[config.mk]
export PLATFORM = sky130hd
export DESIGN_NAME = bru_resolve_unit
export DESIGN_NICKNAME = d
export VERILOG_FILES = /design/src/rtl/bru_resolve_unit.sv
export SDC_FILE = /design/constraint.sdc
export NUM_CORES = 1
export LEC_CHECK = 0
export CAP_MARGIN = 20
export CORE_MARGIN = 2
export CORE_UTILIZATION = 26
export CTS_BUF_LIST = sky130_fd_sc_hd__clkbuf_2 sky130_fd_sc_hd__clkbuf_4 sky130_fd_sc_hd__clkbuf_8
export CTS_CLUSTER_DIAMETER = 120
export DETAILED_ROUTE_END_ITERATION = 16
export PLACE_DENSITY_LB_ADDON = 0.05
export SLEW_MARGIN = 20
export SYNTH_ARGS = -nofsm -noshare
export SYNTH_HDL_FRONTEND = slang
export SYNTH_SLANG_ARGS = --single-unit
export TNS_END_PERCENT = 1
[constraint.sdc]
create_clock -name clk_in -period 8.4 [get_ports clk_in]
set_clock_uncertainty 0.15 [all_clocks]
set_input_delay 2.1 -clock clk_in [delete_from_list [all_inputs] [get_ports clk_in]]
set_output_delay 2.1 -clock clk_in [all_outputs]
set_load 0.01 [all_outputs]
[src/rtl/bru_resolve_unit.sv]
// Branch resolve stage: registers a resolved branch, detects mispredicts, drives ROB completion/flush,
// frontend redirect with post-redirect drain, predictor updates and saturating performance counters.
module bru_resolve_unit #(
    parameter int ROB_IDX_W    = 6,
    parameter int DRAIN_CYCLES = 2,
    parameter int CNT_W        = 32
) (
    input  logic                 clk_in,
    input  logic                 rst_N_in,
    input  logic                 ext_flush_in,
    input  logic                 bru_valid_in,
    output logic                 bru_ready_out,
    input  logic                 bru_taken_in,
    input  logic [63:0]          bru_target_in,
    input  logic [63:0]          bru_pc_in,
    input  logic [ROB_IDX_W-1:0] bru_rob_idx_in,
    input  logic                 bru_pred_taken_in,
    input  logic [63:0]          bru_pred_target_in,
    output logic                 resolve_valid_out,
    output logic [ROB_IDX_W-1:0] resolve_rob_idx_out,
    output logic                 resolve_mispred_out,
    output logic                 flush_out,
    output logic [ROB_IDX_W-1:0] flush_rob_idx_out,
    output logic                 redirect_valid_out,
    input  logic                 redirect_ready_in,
    output logic [63:0]          redirect_pc_out,
    output logic                 bp_upd_valid_out,
    output logic [63:0]          bp_upd_pc_out,
    output logic                 bp_upd_taken_out,
    output logic [63:0]          bp_upd_target_out,
    output logic [CNT_W-1:0]     branch_cnt_out,
    output logic [CNT_W-1:0]     mispred_cnt_out
);

    localparam int DW = (DRAIN_CYCLES > 1) ? $clog2(DRAIN_CYCLES) : 1;
    localparam logic [DW-1:0] DRAIN_LOAD = DW'(DRAIN_CYCLES - 1);

    typedef enum logic [1:0] {
        ST_IDLE  = 2'd0,
        ST_REDIR = 2'd1,
        ST_DRAIN = 2'd2
    } state_e;

    state_e               state_q, state_d;
    logic [DW-1:0]        drain_q, drain_d;
    logic [63:0]          redirect_pc_q, redirect_pc_d;

    logic                 s_valid_q, s_valid_d;
    logic                 s_taken_q, s_taken_d;
    logic                 s_pred_taken_q, s_pred_taken_d;
    logic [63:0]          s_pc_q, s_pc_d;
    logic [63:0]          s_target_q, s_target_d;
    logic [63:0]          s_pred_target_q, s_pred_target_d;
    logic [ROB_IDX_W-1:0] s_rob_idx_q, s_rob_idx_d;

    logic [CNT_W-1:0]     branch_cnt_q, branch_cnt_d;
    logic [CNT_W-1:0]     mispred_cnt_q, mispred_cnt_d;

    logic [63:0]          s_pc_plus4;
    logic [63:0]          s_actual_next;
    logic [63:0]          s_pred_next;
    logic                 s_mispred;
    logic                 s_fire;
    logic                 accept;

    assign s_pc_plus4    = s_pc_q + 64'd4;
    assign s_actual_next = s_taken_q      ? s_target_q      : s_pc_plus4;
    assign s_pred_next   = s_pred_taken_q ? s_pred_target_q : s_pc_plus4;
    assign s_mispred     = (s_actual_next != s_pred_next);
    assign s_fire        = s_valid_q & ~ext_flush_in;

    // A branch behind a resolving mispredict is on the wrong path, so hold it off
    // rather than let it slip into the stage while the redirect is pending.
    assign bru_ready_out = (state_q == ST_IDLE) & ~(s_valid_q & s_mispred);
    assign accept        = bru_valid_in & bru_ready_out & ~ext_flush_in;

    // NOTE: every combinational output gets its hold value first, so no path leaves it unassigned (no latch).
    always_comb begin
        state_d       = state_q;
        drain_d       = drain_q;
        redirect_pc_d = redirect_pc_q;
        if (ext_flush_in) begin
            state_d = ST_IDLE;
        end else begin
            unique case (state_q)
                ST_IDLE: begin
                    if (s_fire && s_mispred) begin
                        state_d       = ST_REDIR;
                        redirect_pc_d = s_actual_next;
                    end
                end
                ST_REDIR: begin
                    if (redirect_ready_in) begin
                        state_d = ST_DRAIN;
                        drain_d = DRAIN_LOAD;
                    end
                end
                ST_DRAIN: begin
                    if (drain_q == '0) state_d = ST_IDLE;
                    else               drain_d = drain_q - 1'b1;
                end
                default: state_d = ST_IDLE;
            endcase
        end
    end

    always_comb begin
        s_valid_d       = accept;
        s_taken_d       = s_taken_q;
        s_pred_taken_d  = s_pred_taken_q;
        s_pc_d          = s_pc_q;
        s_target_d      = s_target_q;
        s_pred_target_d = s_pred_target_q;
        s_rob_idx_d     = s_rob_idx_q;
        if (accept) begin
            s_taken_d       = bru_taken_in;
            s_pred_taken_d  = bru_pred_taken_in;
            s_pc_d          = bru_pc_in;
            s_target_d      = bru_target_in;
            s_pred_target_d = bru_pred_target_in;
            s_rob_idx_d     = bru_rob_idx_in;
        end
    end

    always_comb begin
        branch_cnt_d  = branch_cnt_q;
        mispred_cnt_d = mispred_cnt_q;
        if (s_fire && (branch_cnt_q != '1))
            branch_cnt_d = branch_cnt_q + CNT_W'(1);
        if (s_fire && s_mispred && (mispred_cnt_q != '1))
            mispred_cnt_d = mispred_cnt_q + CNT_W'(1);
    end

    // NOTE: sequential state uses non-blocking assignments so all registers update together on the edge.
    // The stage payload is reset as well: result outputs are driven straight from it and must read 0 out of reset.
    always_ff @(posedge clk_in or negedge rst_N_in) begin
        if (!rst_N_in) begin
            state_q         <= ST_IDLE;
            drain_q         <= '0;
            redirect_pc_q   <= '0;
            s_valid_q       <= 1'b0;
            s_taken_q       <= 1'b0;
            s_pred_taken_q  <= 1'b0;
            s_pc_q          <= '0;
            s_target_q      <= '0;
            s_pred_target_q <= '0;
            s_rob_idx_q     <= '0;
            branch_cnt_q    <= '0;
            mispred_cnt_q   <= '0;
        end else begin
            state_q         <= state_d;
            drain_q         <= drain_d;
            redirect_pc_q   <= redirect_pc_d;
            s_valid_q       <= s_valid_d;
            s_taken_q       <= s_taken_d;
            s_pred_taken_q  <= s_pred_taken_d;
            s_pc_q          <= s_pc_d;
            s_target_q      <= s_target_d;
            s_pred_target_q <= s_pred_target_d;
            s_rob_idx_q     <= s_rob_idx_d;
            branch_cnt_q    <= branch_cnt_d;
            mispred_cnt_q   <= mispred_cnt_d;
        end
    end

    assign resolve_valid_out   = s_fire;
    assign resolve_rob_idx_out = s_rob_idx_q;
    assign resolve_mispred_out = s_fire & s_mispred;
    assign flush_out           = s_fire & s_mispred & (state_q == ST_IDLE);
    assign flush_rob_idx_out   = s_rob_idx_q;
    assign redirect_valid_out  = (state_q == ST_REDIR);
    assign redirect_pc_out     = redirect_pc_q;
    assign bp_upd_valid_out    = s_fire;
    assign bp_upd_pc_out       = s_pc_q;
    assign bp_upd_taken_out    = s_taken_q;
    assign bp_upd_target_out   = s_target_q;
    assign branch_cnt_out      = branch_cnt_q;
    assign mispred_cnt_out     = mispred_cnt_q;

endmodule
==> results of run 1 <==
where the power goes:
part / switching [uW] / internal [uW] / leakage (uW) / total (uW)
logic: 1610 / 1510 / 0.00596 / 3110
clock network: 774 / 1040 / 0.000761 / 1810
registers: 603 / 2010 / 0.00402 / 2610
critical path: stages, from the launching register on:
cell	delay, ns
dfrtp_1	0.65
nand4_1	0.24
nor4_1	0.66
nand4_1	0.35
and3_1	0.28
a311oi_1	0.28
nand4_1	0.24
a2111o_1	0.35
or4_1	0.48
or4_1	0.65
or2_4	0.36
a211oi_1	0.25
clkdlybuf4s50_1	0.57
layout make-up:
type	count	area share
Antenna cell	2	0.000186
Clock buffer	104	0.0493
Clock inverter	13	0.00405
Inverter	31	0.00447
Multi-Input combinational cell	1331	0.382
Sequential cell	332	0.310
Tap cell	959	0.0447
Timing Repair Buffer	565	0.205
synthesized netlist by cell type, drive strengths merged, types with 6 or more instances:
cell type | number | area share
nor2b | 10 | 0.0032
a31oi | 9 | 0.0029
a211oi | 7 | 0.0027
o41ai | 6 | 0.0027
a21boi | 6 | 0.0023
or2 | 9 | 0.0031
mux2i | 24 | 0.012
nand3 | 57 | 0.015
nor3b | 9 | 0.0035
nand2b | 19 | 0.0062
nor3 | 58 | 0.015
a22oi | 6 | 0.0023
clkbuf | 52 | 0.010
mux2 | 261 | 0.16
o22ai | 14 | 0.0045
nand2 | 134 | 0.026
and4 | 19 | 0.0086
xnor2 | 142 | 0.065
nor2 | 89 | 0.017
buf | 65 | 0.025
inv | 31 | 0.0060
nand4 | 66 | 0.021
and3 | 34 | 0.011
nor4 | 38 | 0.016
xor2 | 102 | 0.046
a21oi | 33 | 0.0088
nand3b | 7 | 0.0027
and2 | 8 | 0.0026
o21ai | 62 | 0.016
o31ai | 9 | 0.0035
dfrtp | 332 | 0.43
layer usage:
metal,vias to the layer above,global-route usage,part of all wire
met5,-,0,0.00043
met4,6,0.0567,0.021
met3,99,0.0455,0.051
met2,516,0.405,0.49
met1,8466,0.312,0.44
li1,7565,-,-
logic make-up (layout without fill, tap and decap cells):
| family | count (synthesis) | after routing | synth area share |
|---|---|---|---|
| muxes | 285 | 285 | 0.170 |
| xor gates and xnor gates | 250 | 250 | 0.118 |
| AOI/OAI and AO/OA | 218 | 218 | 0.0766 |
| and+or+nand+nor | 575 | 575 | 0.160 |
| adders and majority gates | 3 | 3 | 0.00195 |
| other | 0 | 2 | 0 |
| buffers and inverters | 148 | 713 | 0.0417 |
| DFF | 332 | 332 | 0.431 |
per-stage QoR:
stage               power [uW]   util  std cells  setup TNS, ns
finish                    7530  0.367       3337              0
CTS                       7640  0.365       3331              0
global placement          5760  0.345       3210              0
detailed placement        5750  0.345       3211              0
floorplan                 3890      -       1811              0
global route              7930  0.367       3337        -0.0138
worst paths after layout:
path | start | end | slack, ns | depth (start not counted)
worst max-delay path | bp_upd_pc_out[45]$_DFFE_PN0P_ | bru_ready_out | 0.13 | 12
worst min-delay path | redirect_pc_out[25]$_DFFE_PN0P_ | redirect_pc_out[25]$_DFFE_PN0P_ | 0.34 | 1
worst max register to register | bp_upd_pc_out[45]$_DFFE_PN0P_ | redirect_pc_out[58]$_DFFE_PN0P_ | 2.12 | 14
worst min register to register | redirect_pc_out[25]$_DFFE_PN0P_ | redirect_pc_out[25]$_DFFE_PN0P_ | 0.34 | 1
max in group asynchronous | rst_N_in | bp_upd_taken_out$_DFFE_PN0P_ | 5.45 | 2
min in group asynchronous | rst_N_in | redirect_pc_out[37]$_DFFE_PN0P_ | 1.28 | 1
flip-flops by register name, summed over array words and instances, names as in the netlist:
signal / cells
branch_cnt_out: 32
bp_upd_pc_out: 64
redirect_pc_out: 64
s_pred_taken_q: 1
mispred_cnt_out: 32
flush_rob_idx_out: 6
drain_q: 1
s_valid_q: 1
bp_upd_taken_out: 1
bp_upd_target_out: 64
s_pred_target_q: 64
state_q: 2
timing repair:
item | CTS | global route
buffers inserted | 3 | 4
pin swaps | 1 | 2
gates cloned | 0 | 0
gates resized for setup | 4 | 15
endpoints found under the setup margin | 3 | 3
==> results.json, run 1 <==
{
  "seq_area_frac_synth": 0.431,
  "drive_gt1_frac": 0.119,
  "gp_congestion": 0.931,
  "register_area_um2": 8320,
  "crit_fanout": 8,
  "track_usage": 0.238,
  "multi_input_area_um2": 10300,
  "drv_cap": 0,
  "hold_path.class": "reg -> reg",
  "final_cell_mix": "478 x clkdlybuf4s50_1, 328 x dfrtp_1, 226 x mux2_1",
  "fill_cells": 7346,
  "tritoncts": "done",
  "avgSynthCellArea_um2": 10.6,
  "insertion_delay_ns": 0.66,
  "start_util": 0.263,
  "design.die.area_um2": 76300,
  "drc": 0,
  "first_pass_iters": 8,
  "route.detailed.wl_per_inst_um": 27.6,
  "syn-cell-area_um2": 19300,
  "synth_cells": 1811,
  "clk_pin_slew_worst_paths_ns": 0.05,
  "hpwl_mm": 72.1,
  "p_per_area_nw_per_um2": 280,
  "final_common_cell": "clkdlybuf4s50_1",
  "worstPathRequired_ns": 6.15,
  "slew_headroom": 0.372,
  "grt_pass1_vias": 17191,
  "hold_viol_final": 0,
  "syn-num-nets": 2019,
  "outcome": "finished clean",
  "synthArstFlopShare": 1.00,
  "place_area_um2": 25300,
  "drt_iter0_markers": 1010,
  "ys_warn_count": 0,
  "clockRootBuffer": "clkbuf_8",
  "leakage_uw": 0.0107,
  "vias": 16652,
  "grt_max_degree": 134,
  "core_um2": 73200,
  "timing.final.ws_setup_ns": 0.133,
  "irDropWorstVdd_uv": 126,
  "cts_max_level": 3,
  "min_period_ns": 8.27,
  "areaGrowthSynthToFinish_pct": 39.4,
  "postLayoutCellArea_um2": 26900,
  "crit_type": "reg -> out",
  "worstMarginPinSlew_ns": 0.941,
  "synth_cell_type_count": 84,
  "setup_viol": 0,
  "max_freq_mhz": 121,
  "port-buffer-count": 479,
  "antenna_found_initial": 5,
  "grt_pass1_wl_mm": 132,
  "post-place-ws_ns": 0.406,
  "die_w_um": 276,
  "num-nets-final": 2536,
  "endpoint_kind": "output pin",
  "wirelength_mm": 92.0,
  "gr-total-overflow": 0,
  "finalMaxSlewViolations": 0,
  "hold_buffers": 0,
  "cts.sinks": 332,
  "die_height_um": 276,
  "yosys_register_bits": 332,
  "period_share": 0.984,
  "ant_nets": 0,
  "io_pins": 480,
  "clk_path_buf_depth": 3,
  "critPathLaunchType": "flop",
  "fp-row-count": 99,
  "hold_slack_ns": 0.338,
  "synthFlopType": "dfrtp_1",
  "synth-edff-count": 0,
  "viasPerCell": 4.99,
  "cts_made_buffers": 67,
  "arrival_ns": 6.02
}
Power figures use the tool's default switching activity.
==> inputs of run 2 (changes only) <==
- CELL_PAD_IN_SITES_DETAIL_PLACEMENT: not set -> 1
- CELL_PAD_IN_SITES_GLOBAL_PLACEMENT: not set -> 2
==> results.json, run 2 (synthesis gave the netlist of run 1 again) <==
{
  "drc": 0,
  "rsz0062_at_grt": "no",
  "crit_fanout": 7,
  "io_pins": 480,
  "crit_type": "reg -> out",
  "period_share": 0.983,
  "crit_family": "simple AND/OR/NAND/NOR gates",
  "cts_max_level": 3,
  "p_total_uw": 7430,
  "drv_cap": 0,
  "stdcell_count": 3337,
  "grt_pass1_wl_mm": 136,
  "track_usage": 0.244,
  "path_cells": "ha_1 -> and4_1 -> nand4_1 -> buf_4 -> nor3_1 -> xnor2_1 -> xor2_1 -> nor2_1 -> or4_1 -> or4_1 -> or4_1 -> or2_4 -> a211oi_1 -> clkdlybuf4s50_1",
  "setup_viol": 0,
  "wirelength_mm": 94.7,
  "final_util": 0.367,
  "slew_headroom": 0.256,
  "fin_setup_tns_ns": 0,
  "gp_congestion": 0.908,
  "arrival_ns": 6.01,
  "hold_viol_final": 0,
  "clockRootBuffer": "clkbuf_8",
  "final_cell_mix": "478 x clkdlybuf4s50_1, 330 x dfrtp_1, 226 x mux2_1",
  "design.die.area_um2": 76300,
  "ant_nets": 0,
  "leakage_uw": 0.0107,
  "cts.sinks": 332,
  "drive_gt1_frac": 0.120,
  "crit_path_frequent_cell": "or4_1",
  "areaGrowthSynthToFinish_pct": 39.4,
  "final_common_cell": "clkdlybuf4s50_1",
  "antenna_found_initial": 8,
  "hold_path.class": "reg -> reg",
  "grt_pass1_vias": 17833,
  "fp-row-count": 99,
  "slowest_stage": "or4_1",
  "worstMarginPinSlew_ns": 1.11,
  "hold_buffers": 0,
  "endpoint_kind": "output pin",
  "core_um2": 73200,
  "die_w_um": 276,
  "crit_buf_inv": 2,
  "vias": 16832,
  "port-buffer-count": 479,
  "worstPathRequired_ns": 6.15,
  "p_per_area_nw_per_um2": 277,
  "start_util": 0.263,
  "placedCellCount": 3211,
  "route.detailed.wl_per_inst_um": 28.4,
  "irDropWorstVdd_uv": 132,
  "tritoncts": "done",
  "insertion_delay_ns": 0.67,
  "max_freq_mhz": 121,
  "finalMaxSlewViolations": 0,
  "first_pass_iters": 5,
  "fill_cells": 8027,
  "drt_iter0_markers": 913,
  "critPathLaunchType": "flop",
  "clk_path_buf_depth": 3,
  "min_period_ns": 8.26,
  "clk_pin_slew_worst_paths_ns": 0.06,
  "grt_max_degree": 136,
  "gr-total-overflow": 0,
  "critPathMaxStageDelay_ns": 0.67,
  "hpwl_mm": 73.9,
  "die_height_um": 276,
  "cts_made_buffers": 68,
  "num-nets-final": 2544,
  "outcome": "finished clean",
  "viasPerCell": 5.04
}
[run 2: report_power, final]
group | internal, uW | switching, uW
Clock | 917 | 768
Sequential | 2010 | 593
Combinational | 1510 | 1640
[run 2: final cells by class]
cell class | instances | area, um2 | area share
Antenna cell | 6 | 15.0 | 0.000559
Sequential cell | 332 | 8310 | 0.310
Tap cell | 959 | 1200 | 0.0447
Clock inverter | 10 | 80.1 | 0.00298
Timing Repair Buffer | 571 | 5580 | 0.208
Inverter | 31 | 116 | 0.00433
Multi-Input combinational cell | 1332 | 10300 | 0.385
Clock buffer | 96 | 1200 | 0.0448
[run 2: final timing paths]
check	cells past startpoint	slack [ns]	startpoint	to
max in group asynchronous	2	5.47	rst_N_in	bp_upd_taken_out$_DFFE_PN0P_
setup / recovery	14	0.14	bp_upd_pc_out[3]$_DFFE_PN0P_	bru_ready_out
hold / removal	1	0.34	mispred_cnt_out[5]$_DFFE_PN0P_	mispred_cnt_out[5]$_DFFE_PN0P_
hold reg to reg	1	0.34	mispred_cnt_out[5]$_DFFE_PN0P_	mispred_cnt_out[5]$_DFFE_PN0P_
min in group asynchronous	1	1.26	rst_N_in	bp_upd_pc_out[24]$_DFFE_PN0P_
setup reg to reg	16	2.17	bp_upd_pc_out[3]$_DFFE_PN0P_	redirect_pc_out[28]$_DFFE_PN0P_
[run 2: stage by stage]
stage                     hold WS (ns)  worst slack (ns)  area (um2)
after CTS                        0.339           0.00247       26700
final                            0.336             0.142       26800
after global placement           0.323           0.00466       25300
after floorplan                  0.308              1.91       19300
after global routing             0.355           0.00329       26800
after detailed placement         0.324            0.0182       25300
[run 2: repair_timing]
action                                  in CTS  in global routing
hold endpoints to repair                     0                  0
setup buffers                                7                  6
endpoints found under the setup margin       3                  3
cloned                                       0                  1
pin swaps                                    3                  5
gates resized for setup                      9                 20
[run 2: routing by layer]
metal  share of wire  track usage  up-vias
met4           0.029       0.0678        8
met1            0.45        0.321     8669
met5         0.00058            0        -
met3           0.049       0.0520      111
met2            0.47        0.405      483
li1                -            -     7561
